--- src/rtl/alu_pipe.sv ---
// Two-stage pipelined ALU with valid/ready handshaking at both ends.
// Stage 1 evaluates every datapath in parallel; stage 2 selects the result and resolves compares.
module alu_pipe #(
  parameter int WIDTH = 32
) (
  input  logic             clk,
  input  logic             reset,
  input  logic             in_valid,
  output logic             in_ready,
  input  logic [WIDTH-1:0] inA,
  input  logic [WIDTH-1:0] inB,
  input  logic             Sign,
  input  logic [5:0]       ALUFun,
  output logic             out_valid,
  input  logic             out_ready,
  output logic [WIDTH-1:0] outZ,
  output logic             flagZ,
  output logic             flagV,
  output logic             flagN,
  output logic             err
);
  localparam int SHW = $clog2(WIDTH);

  function automatic logic op_legal(input logic [5:0] f);
    logic ok;
    case (f[5:4])
      2'b00: ok = 1'b1;
      2'b01: begin
        case (f[3:0])
          4'b1000, 4'b1110, 4'b0110, 4'b0001, 4'b1010: ok = 1'b1;
          default: ok = 1'b0;
        endcase
      end
      2'b10: ok = (f[1:0] != 2'b10);
      2'b11: begin
        case (f[3:1])
          3'b001, 3'b000, 3'b010, 3'b110, 3'b101, 3'b111: ok = 1'b1;
          default: ok = 1'b0;
        endcase
      end
      default: ok = 1'b0;
    endcase
    return ok;
  endfunction

  logic             s2_adv_s, s1_adv_s, accept_s;
  logic             is_sub_s, z_s, v_s, n_s, err_s;
  logic [WIDTH:0]   sum_s;
  logic [WIDTH-1:0] logic_s, shift_s;
  logic [SHW-1:0]   amt_s;

  logic             s1_valid_q, s1_valid_d;
  logic [WIDTH-1:0] s1_sum_q, s1_sum_d, s1_logic_q, s1_logic_d, s1_shift_q, s1_shift_d;
  logic             s1_z_q, s1_z_d, s1_v_q, s1_v_d, s1_n_q, s1_n_d, s1_err_q, s1_err_d;
  logic [1:0]       s1_cls_q, s1_cls_d;
  logic [2:0]       s1_cmp_q, s1_cmp_d;

  logic             s2_valid_q, s2_valid_d;
  logic [WIDTH-1:0] s2_z_q, s2_z_d;
  logic             s2_fz_q, s2_fz_d, s2_fv_q, s2_fv_d, s2_fn_q, s2_fn_d, s2_err_q, s2_err_d;
  logic             cmp_flag_s;
  logic [WIDTH-1:0] result_s;

  // Stage 1 datapaths: adder with flags, logic unit, barrel shifter.
  always_comb begin
    is_sub_s = (ALUFun[5:4] == 2'b11) | ((ALUFun[5:4] == 2'b00) & ALUFun[0]);
    amt_s    = inA[SHW-1:0];
    if (is_sub_s) begin
      sum_s = {1'b0, inA} - {1'b0, inB};
    end else begin
      sum_s = {1'b0, inA} + {1'b0, inB};
    end
    z_s = (sum_s[WIDTH-1:0] == {WIDTH{1'b0}});
    if (Sign) begin
      if (is_sub_s) begin
        v_s = (inA[WIDTH-1] != inB[WIDTH-1]) & (sum_s[WIDTH-1] != inA[WIDTH-1]);
      end else begin
        v_s = (inA[WIDTH-1] == inB[WIDTH-1]) & (sum_s[WIDTH-1] != inA[WIDTH-1]);
      end
      n_s = sum_s[WIDTH-1] ^ v_s;
    end else begin
      // Unsigned: bit WIDTH is carry for add and borrow for subtract.
      v_s = sum_s[WIDTH];
      n_s = is_sub_s & sum_s[WIDTH];
    end
    case (ALUFun[3:0])
      4'b1000: logic_s = inA & inB;
      4'b1110: logic_s = inA | inB;
      4'b0110: logic_s = inA ^ inB;
      4'b0001: logic_s = ~(inA | inB);
      4'b1010: logic_s = inA;
      default: logic_s = {WIDTH{1'b0}};
    endcase
    case (ALUFun[1:0])
      2'b00:   shift_s = inB << amt_s;
      2'b01:   shift_s = inB >> amt_s;
      2'b11:   shift_s = $signed(inB) >>> amt_s;
      default: shift_s = {WIDTH{1'b0}};
    endcase
    err_s = ~op_legal(ALUFun);
  end

  // Stage 2 result selection; compares turn the stage-1 Z/N into a single bit.
  always_comb begin
    case (s1_cmp_q)
      3'b001:  cmp_flag_s = s1_z_q;
      3'b000:  cmp_flag_s = ~s1_z_q;
      3'b010:  cmp_flag_s = s1_n_q;
      3'b110:  cmp_flag_s = s1_n_q | s1_z_q;
      3'b101:  cmp_flag_s = s1_n_q;
      3'b111:  cmp_flag_s = ~s1_n_q & ~s1_z_q;
      default: cmp_flag_s = 1'b0;
    endcase
    if (s1_err_q) begin
      result_s = {WIDTH{1'b0}};
    end else begin
      case (s1_cls_q)
        2'b00:   result_s = s1_sum_q;
        2'b01:   result_s = s1_logic_q;
        2'b10:   result_s = s1_shift_q;
        2'b11:   result_s = {{(WIDTH-1){1'b0}}, cmp_flag_s};
        default: result_s = {WIDTH{1'b0}};
      endcase
    end
  end

  // Handshake and next-state for both pipeline registers.
  always_comb begin
    s2_adv_s   = ~s2_valid_q | out_ready;
    s1_adv_s   = ~s1_valid_q | s2_adv_s;
    accept_s   = in_valid & s1_adv_s;
    s1_valid_d = s1_valid_q;
    s1_sum_d   = s1_sum_q;
    s1_logic_d = s1_logic_q;
    s1_shift_d = s1_shift_q;
    s1_z_d     = s1_z_q;
    s1_v_d     = s1_v_q;
    s1_n_d     = s1_n_q;
    s1_err_d   = s1_err_q;
    s1_cls_d   = s1_cls_q;
    s1_cmp_d   = s1_cmp_q;
    s2_valid_d = s2_valid_q;
    s2_z_d     = s2_z_q;
    s2_fz_d    = s2_fz_q;
    s2_fv_d    = s2_fv_q;
    s2_fn_d    = s2_fn_q;
    s2_err_d   = s2_err_q;
    if (s1_adv_s) begin
      s1_valid_d = in_valid;
    end else begin
      s1_valid_d = s1_valid_q;
    end
    if (accept_s) begin
      s1_sum_d   = sum_s[WIDTH-1:0];
      s1_logic_d = logic_s;
      s1_shift_d = shift_s;
      s1_z_d     = z_s;
      s1_v_d     = v_s;
      s1_n_d     = n_s;
      s1_err_d   = err_s;
      s1_cls_d   = ALUFun[5:4];
      s1_cmp_d   = ALUFun[3:1];
    end else begin
      s1_err_d   = s1_err_q;
    end
    if (s2_adv_s) begin
      s2_valid_d = s1_valid_q;
      if (s1_valid_q) begin
        s2_z_d   = result_s;
        s2_fz_d  = s1_z_q;
        s2_fv_d  = s1_v_q;
        s2_fn_d  = s1_n_q;
        s2_err_d = s1_err_q;
      end else begin
        s2_err_d = s2_err_q;
      end
    end else begin
      s2_valid_d = s2_valid_q;
    end
  end

  // Pipeline state registers with synchronous reset.
  always_ff @(posedge clk) begin
    if (reset) begin
      s1_valid_q <= 1'b0;
      s1_sum_q   <= {WIDTH{1'b0}};
      s1_logic_q <= {WIDTH{1'b0}};
      s1_shift_q <= {WIDTH{1'b0}};
      s1_z_q     <= 1'b0;
      s1_v_q     <= 1'b0;
      s1_n_q     <= 1'b0;
      s1_err_q   <= 1'b0;
      s1_cls_q   <= 2'b00;
      s1_cmp_q   <= 3'b000;
      s2_valid_q <= 1'b0;
      s2_z_q     <= {WIDTH{1'b0}};
      s2_fz_q    <= 1'b0;
      s2_fv_q    <= 1'b0;
      s2_fn_q    <= 1'b0;
      s2_err_q   <= 1'b0;
    end else begin
      s1_valid_q <= s1_valid_d;
      s1_sum_q   <= s1_sum_d;
      s1_logic_q <= s1_logic_d;
      s1_shift_q <= s1_shift_d;
      s1_z_q     <= s1_z_d;
      s1_v_q     <= s1_v_d;
      s1_n_q     <= s1_n_d;
      s1_err_q   <= s1_err_d;
      s1_cls_q   <= s1_cls_d;
      s1_cmp_q   <= s1_cmp_d;
      s2_valid_q <= s2_valid_d;
      s2_z_q     <= s2_z_d;
      s2_fz_q    <= s2_fz_d;
      s2_fv_q    <= s2_fv_d;
      s2_fn_q    <= s2_fn_d;
      s2_err_q   <= s2_err_d;
    end
  end

  assign in_ready  = s1_adv_s;
  assign out_valid = s2_valid_q;
  assign outZ      = s2_z_q;
  assign flagZ     = s2_fz_q;
  assign flagV     = s2_fv_q;
  assign flagN     = s2_fn_q;
  assign err       = s2_err_q;
endmodule

--- config.mk ---
export PLATFORM = sky130hd
export DESIGN_NAME = alu_pipe
export DESIGN_NICKNAME = d
export VERILOG_FILES = /design/src/rtl/alu_pipe.sv
export SDC_FILE = /design/constraint.sdc
export NUM_CORES = 1
export LEC_CHECK = 0
export ABC_AREA = 1
export BUFFER_PORTS_ARGS = -buffer_cell sky130_fd_sc_hd__buf_2
export CORE_ASPECT_RATIO = 1.75
export CORE_MARGIN = 1
export CORE_UTILIZATION = 62
export DETAILED_ROUTE_END_ITERATION = 7
export GPL_TIMING_DRIVEN = 0
export PLACE_DENSITY_LB_ADDON = 0.1
export SYNTH_ARGS = -nofsm -noshare
export SYNTH_HDL_FRONTEND = slang
export SYNTH_SLANG_ARGS = --single-unit
export TNS_END_PERCENT = 30
--- constraint.sdc ---
create_clock -name clk -period 3.2 [get_ports clk]
set_input_delay 0.16 -clock clk [delete_from_list [all_inputs] [get_ports clk]]
set_output_delay 0.16 -clock clk [all_outputs]
set_load 0.005 [all_outputs]
==> results summary, run 1 <==
The run stopped with a tool error. The flow halted during 5_1_grt. The first error in the log reads "[ERROR GRT-0116] Global routing finished with congestion. Check the congestion regions in the DRC Viewer".

In the post-synthesis netlist, the cell with the most instances is nand2_1. The floorplan has 73 rows. After synthesis, the cell types taking the most area are nand2_1 21%, dfxtp_1 20%, ha_1 8.5%. In this run the cell area measured after placement is 15300 um2. The quantity of I/O buffers inserted on ports came out at 111. Each instance of the synthesized netlist takes up on average 5.81 um2. The count of pins on the block boundary is 113.

The die is 203 um tall. The number of distinct library cells after synthesis is 55. The number of register bits inferred by synthesis came out at 143. The number of hold buffers added after cts is 0.

The initial standard-cell utilization of the core is 63.1%. The maximum number of pins on one net before global-route repair is 17. The share of Yosys cell area claimed by the top area cell type came out at 21.1%. CTS placed an instance of clkbuf_16 at the clock tree root.

The first global-routing pass estimated 132000 um of wire. The number of levels the H-tree was split into came out at 4. The via count of the first global-routing pass came to 19.7k.

The clock tree buffer depth is 2. The number of sinks on the clock net is 143. The half-perimeter wire length after detailed placement came out at 54600 um. The x dimension of the die came out at 117 um. The share of the yosys chip area belonging to registers is 19.9%.

The number of synthesized flops with an enable pin came out at 0. Summing every instance area after synthesis gives 14400 um2. The number of CTS-inserted buffers came out at 17. Synthesis produced a netlist whose cell count is 2471. The total track usage is 73.3%.

The async set-reset flop share out of synthesis is 0%. Counting instances in the post-synthesis netlist gives the leading cell types as 809 x nand2_1, 312 x inv_1, 188 x o21ai_0, 182 x nor2_1, 164 x a21oi_1. The overflow left after global routing is 241.

The leading area contributor after synthesis is nand2_1. The number of nets produced by synthesis is 2644. In the synthesized netlist the dominant register cell turns out to be dfxtp_1.

Yosys printed 0 warnings. The congestion estimate from routability-driven global placement came to 1.25.
[cell families after synthesis]
| kind of cell | Yosys count | share of synthesized area [%] |
|---|---|---|
| xor gates and xnor gates | 38 | 2.32 |
| DFF | 143 | 19.9 |
| buffers and inverters | 449 | 12.6 |
| AOI/OAI and AO/OA | 572 | 23.3 |
| muxes | 13 | 0.906 |
| adders and majority gates | 98 | 8.59 |
| and+or+nand+nor | 1158 | 32.4 |
[metal layers]
layer / GRT usage (%) / overflow
met5: 10.7 / 0
met4: 71.8 / 76
met3: 55.6 / 3
met2: 91.4 / 160
met1: 74.4 / 2
[timing repair]
item,in CTS
setup buffers,11
resized for setup,55
endpoints found under the setup margin,21
pin swaps,20
[per-stage QoR]
step,std cells,hold slack [ns],setup slack [ns]
after CTS,2928,0.00358,0.00305
after detailed placement,2885,0.452,-1.09
after floorplan,2471,0.302,0.326
after global placement,2882,0.451,-0.968
==> inputs of run 2 (changes only) <==
--- a/config.mk
+++ b/config.mk
@@ -7,12 +7,11 @@
 export LEC_CHECK = 0
 export ABC_AREA = 1
 export BUFFER_PORTS_ARGS = -buffer_cell sky130_fd_sc_hd__buf_2
-export CORE_ASPECT_RATIO = 1.75
 export CORE_MARGIN = 1
-export CORE_UTILIZATION = 62
+export CORE_UTILIZATION = 40
 export DETAILED_ROUTE_END_ITERATION = 7
 export GPL_TIMING_DRIVEN = 0
-export PLACE_DENSITY_LB_ADDON = 0.1
+export PLACE_DENSITY_LB_ADDON = 0.15
 export SYNTH_ARGS = -nofsm -noshare
 export SYNTH_HDL_FRONTEND = slang
 export SYNTH_SLANG_ARGS = --single-unit
==> run 2 against run 1 <==
- the flow now finishes without violations
- synthesized cell count is the same
- area after synthesis is the same
==> results summary, run 2 <==
Entering global routing, the biggest net connects 17 pins. The placed cell count is 3046 (+5.6%). The static power due to leakage is 8.13 nW. The area of the core is 35500 um2. The number of nets in the finished design is 2798. The number of nets produced by synthesis is 2644 (unchanged). In this design, the stage delay of the slowest critical-path cell is 0.40 ns.

The count of pins on the block boundary is 113 (unchanged). In this run the power density over the cells is 411 nW/um2. The number of distinct library cells after synthesis is 55 (unchanged). The die extent in y came out at 191 um (-5.8%).

The async set-reset flop share out of synthesis is 0% (unchanged). The setup slack on the worst flop-to-flop path came out at 0.59 ns. At the later pin of the worst-skew pair, clock insertion delay measures 0.43 ns. The startpoint identified for the worst hold timing path is out_ready. The share of Yosys cell area claimed by the top area cell type was 21.1% (unchanged). The repair_antennas step left the layout with diodes totalling 0. The endpoint required time on the critical path came out at 3.48 ns. The arrival time of the worst setup path is 3.43 ns. The worst pin sits at a relative slew slack of 34.4%. The minimum clock period came out at 3.14 ns.

The layout overhead on the synthesized area came out at 17.6%. STA classifies the critical path endpoint as a flip-flop. The number of vias per cell is 5.69. The number of levels the H-tree was split into came to 4 (unchanged). The post-route cell area came out at 16900 um2. Yosys attributes the largest share of cell area to nand2_1 21%, dfxtp_1 20%, ha_1 8.5%. In the final timing run, aggregate negative setup slack is 0 ns.

The violation count after the first detailed-route iteration is 2389. Leaving out fill and tap cells, the most frequent cells in the layout are 773 x nand2_1, 301 x inv_1, 178 x o21ai_0, 157 x nor2_1, 153 x a21oi_1. The number of maximum-capacitance constraint violations is 0. STA classifies the critical path startpoint as a primary input. The number of CTS-inserted buffers was 17 (unchanged).

Grouping stages by cell kind, the critical path spends the most delay in simple AND/OR/NAND/NOR gates. The final layout contains routed wiring with a total length of 72600 um. The half-perimeter wire length after detailed placement came to 60100 um (+10%).

The number of register bits inferred by synthesis is 143 (unchanged). The transition time at the pin with the least slew margin came out at 0.973 ns. The number of hold violations in the final report is 0. On the critical path, the stage with the largest delay is an instance of xor2_1.

By count the netlist is led by 809 x nand2_1, 312 x inv_1, 188 x o21ai_0, 182 x nor2_1, 164 x a21oi_1. The worst path meets setup with 0.0577 ns of slack. The initial antenna violation count is 1.

Between clock sinks in the finished design, the worst skew comes to 0.0124 ns. The number of slew-limit violations in the final report is 0. The initial standard-cell utilization of the core came out at 40.5% (-23 points). The average instance area after synthesis came out at 5.81 um2 (unchanged). The final RePlAce weighted congestion is 1.02 (-18%). By startpoint and endpoint, the worst setup path is classified as in -> reg. The non-filler instance count after layout is 3099.

The first-pass detailed-route iteration total came out at 6. The largest voltage drop on the vdd net came out at 0.354 mV. The x dimension of the die is 191 um (+64%). The cell area reported after detailed placement is 15500 um2 (+1.3%). For this run, design rule violations remaining after detail routing come to 0. The sum of buffers and inverters on the critical path came out at 7.

The clock tree buffer depth came out at 2 (unchanged). The number of synthesized flops with an enable pin came out at 0 (unchanged). The total design power came out at 6.95 mW. The most instantiated library cell after synthesis is nand2_1. The leading area contributor after synthesis is nand2_1. The most common cell after layout, fill and taps aside is nand2_1. After detailed routing, the average wire length per cell comes to 23.4 um. The flow ran to the end, and the final reports show no timing, DRC or antenna violations. The cell row count was 69 (-5.5%). Of all nets on the critical path, the largest fanout is 10. The detail route stage leaves a number of antenna-violating nets equal to 0. The terminus of the critical flop-to-flop path is s1_logic_q[24].

The highest clock rate is 318 MHz. The number of hold buffers added after cts is 0 (unchanged). The count of cells along the worst register-to-register path came out at 6.

The gate count after technology mapping is 2471 (unchanged). The setup slack at placement is -1.06 ns (+0.0330 ns). The number of setup violations in the final report came out at 0. The total track usage is 39.1%. Hold timing on the final database bottoms out at a slack of 0.00940 ns. The quantity of I/O buffers inserted on ports is 111 (unchanged).

The beginning of the worst register-to-register path is out_valid. The routed layout has 17.6k vias. The cell repeated most along the worst path is nand2_1.

After layout, the worst path uses 98.2% of the clock period. The die area came out at 36700 um2. The number of sinks on the clock net came out at 143 (unchanged). TritonCTS built the clock tree. The tightest min-delay check is of the in -> reg type. The number of warnings reported in the yosys synthesis log is 0 (unchanged). The utilization after layout is 47.6%.

Traced cell by cell, the critical path runs through buf_2 -> nand2_1 -> inv_1 -> a21oi_4 -> inv_1 -> buf_4 -> buf_4 -> nor2_1 -> xor2_1 -> ha_1 -> nand2_2 -> inv_1 -> nand2_1 -> nand2_1 -> inv_1 -> nand2_2 -> nand2_1 -> nand2_2 -> xor2_1 -> nor2_1 -> nand2_1 -> nor2_2 -> nand3_1 -> a21oi_1. The count of cells along the worst hold path came out at 4. The share of the yosys chip area belonging to registers came out at 19.9% (unchanged).

In the synthesized netlist the dominant register cell turns out to be dfxtp_1. The cell sitting at the root of the clock tree is a clkbuf_16. The clock edge transition at the registers on the reported setup and hold paths came out at 0.07 ns. The overflow left after global routing is 0. The worst hold path terminates at out_valid. The cell area after technology mapping was 14400 um2 (unchanged).

The first global-routing pass estimated 104000 um of wire. The via count of the first global-routing pass came to 15.6k. The fraction of layout instances using a drive strength above 1 is 14.0%.
==> run 2: cell counts after synthesis <==
No cell type changed its count.
==> run 2: worst max-delay path by stage <==
stage          slack, ns  endpoint  depth (start not counted)       from
6_report            0.06    s1_z_q                         24  ALUFun[5]
5_1_grt            -0.05    s1_z_q                         22     inB[1]
4_1_cts            -0.03    s1_v_q                         20     inB[1]
3_5_place_dp       -1.06    s1_z_q                         23  ALUFun[5]
3_3_place_gp       -1.08    s1_z_q                         23  ALUFun[5]
2_1_floorplan       0.33    s1_z_q                         23     inB[0]
==> run 2: repair_timing <==
item,CTS,global route
gates resized for setup,45,134
setup endpoints to repair,18,13
pin swaps,11,46
buffers inserted,7,14
==> run 2: cell families after synthesis <==
kind of cell               after synthesis  synth area share (%)
buffers and inverters                  449                  12.6
and+or+nand+nor                       1158                  32.4
muxes                                   13                 0.906
DFF                                    143                  19.9
adders and majority gates               98                  8.59
AOI/OAI and AO/OA                      572                  23.3
xor gates and xnor gates                38                  2.32
==> run 2: where the power goes <==
| group | internal [mW] | leakage (nW) | switching (mW) |
|---|---|---|---|
| Clock | 1.19 | 0.304 | 0.906 |
| Sequential | 1.91 | 1.18 | 0.0760 |
| Combinational | 0.847 | 6.65 | 2.02 |
| Total | 3.94 | 8.13 | 3.00 |
==> run 2: worst reg2reg max path, delay by kind of cell, from the launching register on <==
| family | cells | cell delay [ns] |
|---|---|---|
| AND/OR/NAND/NOR | 3 | 0.62 |
| flip-flops | 1 | 0.35 |
| buffers and inverters | 2 | 1.30 |
| AO/OA/AOI/OAI | 1 | 0.28 |
==> run 2: layer usage <==
metal	share of wire [%]	global-route usage [%]	vias up
li1	-	-	8358
met1	45	57.2	8247
met2	41	57.3	943
met3	11	7.62	95
met4	2.5	10.9	0
met5	0	0	-
==> run 2: final cells by class <==
cell class	count	area (um2)
fillers	3925	18600
multi-input cells	1879	10200
flip-flops and latches	143	2860
inverters	326	1260
repair buffers	135	749
plain buffers	123	591
well taps	461	577
clock buffers	17	425
clock inverters	15	188
Power figures use the tool's default switching activity.
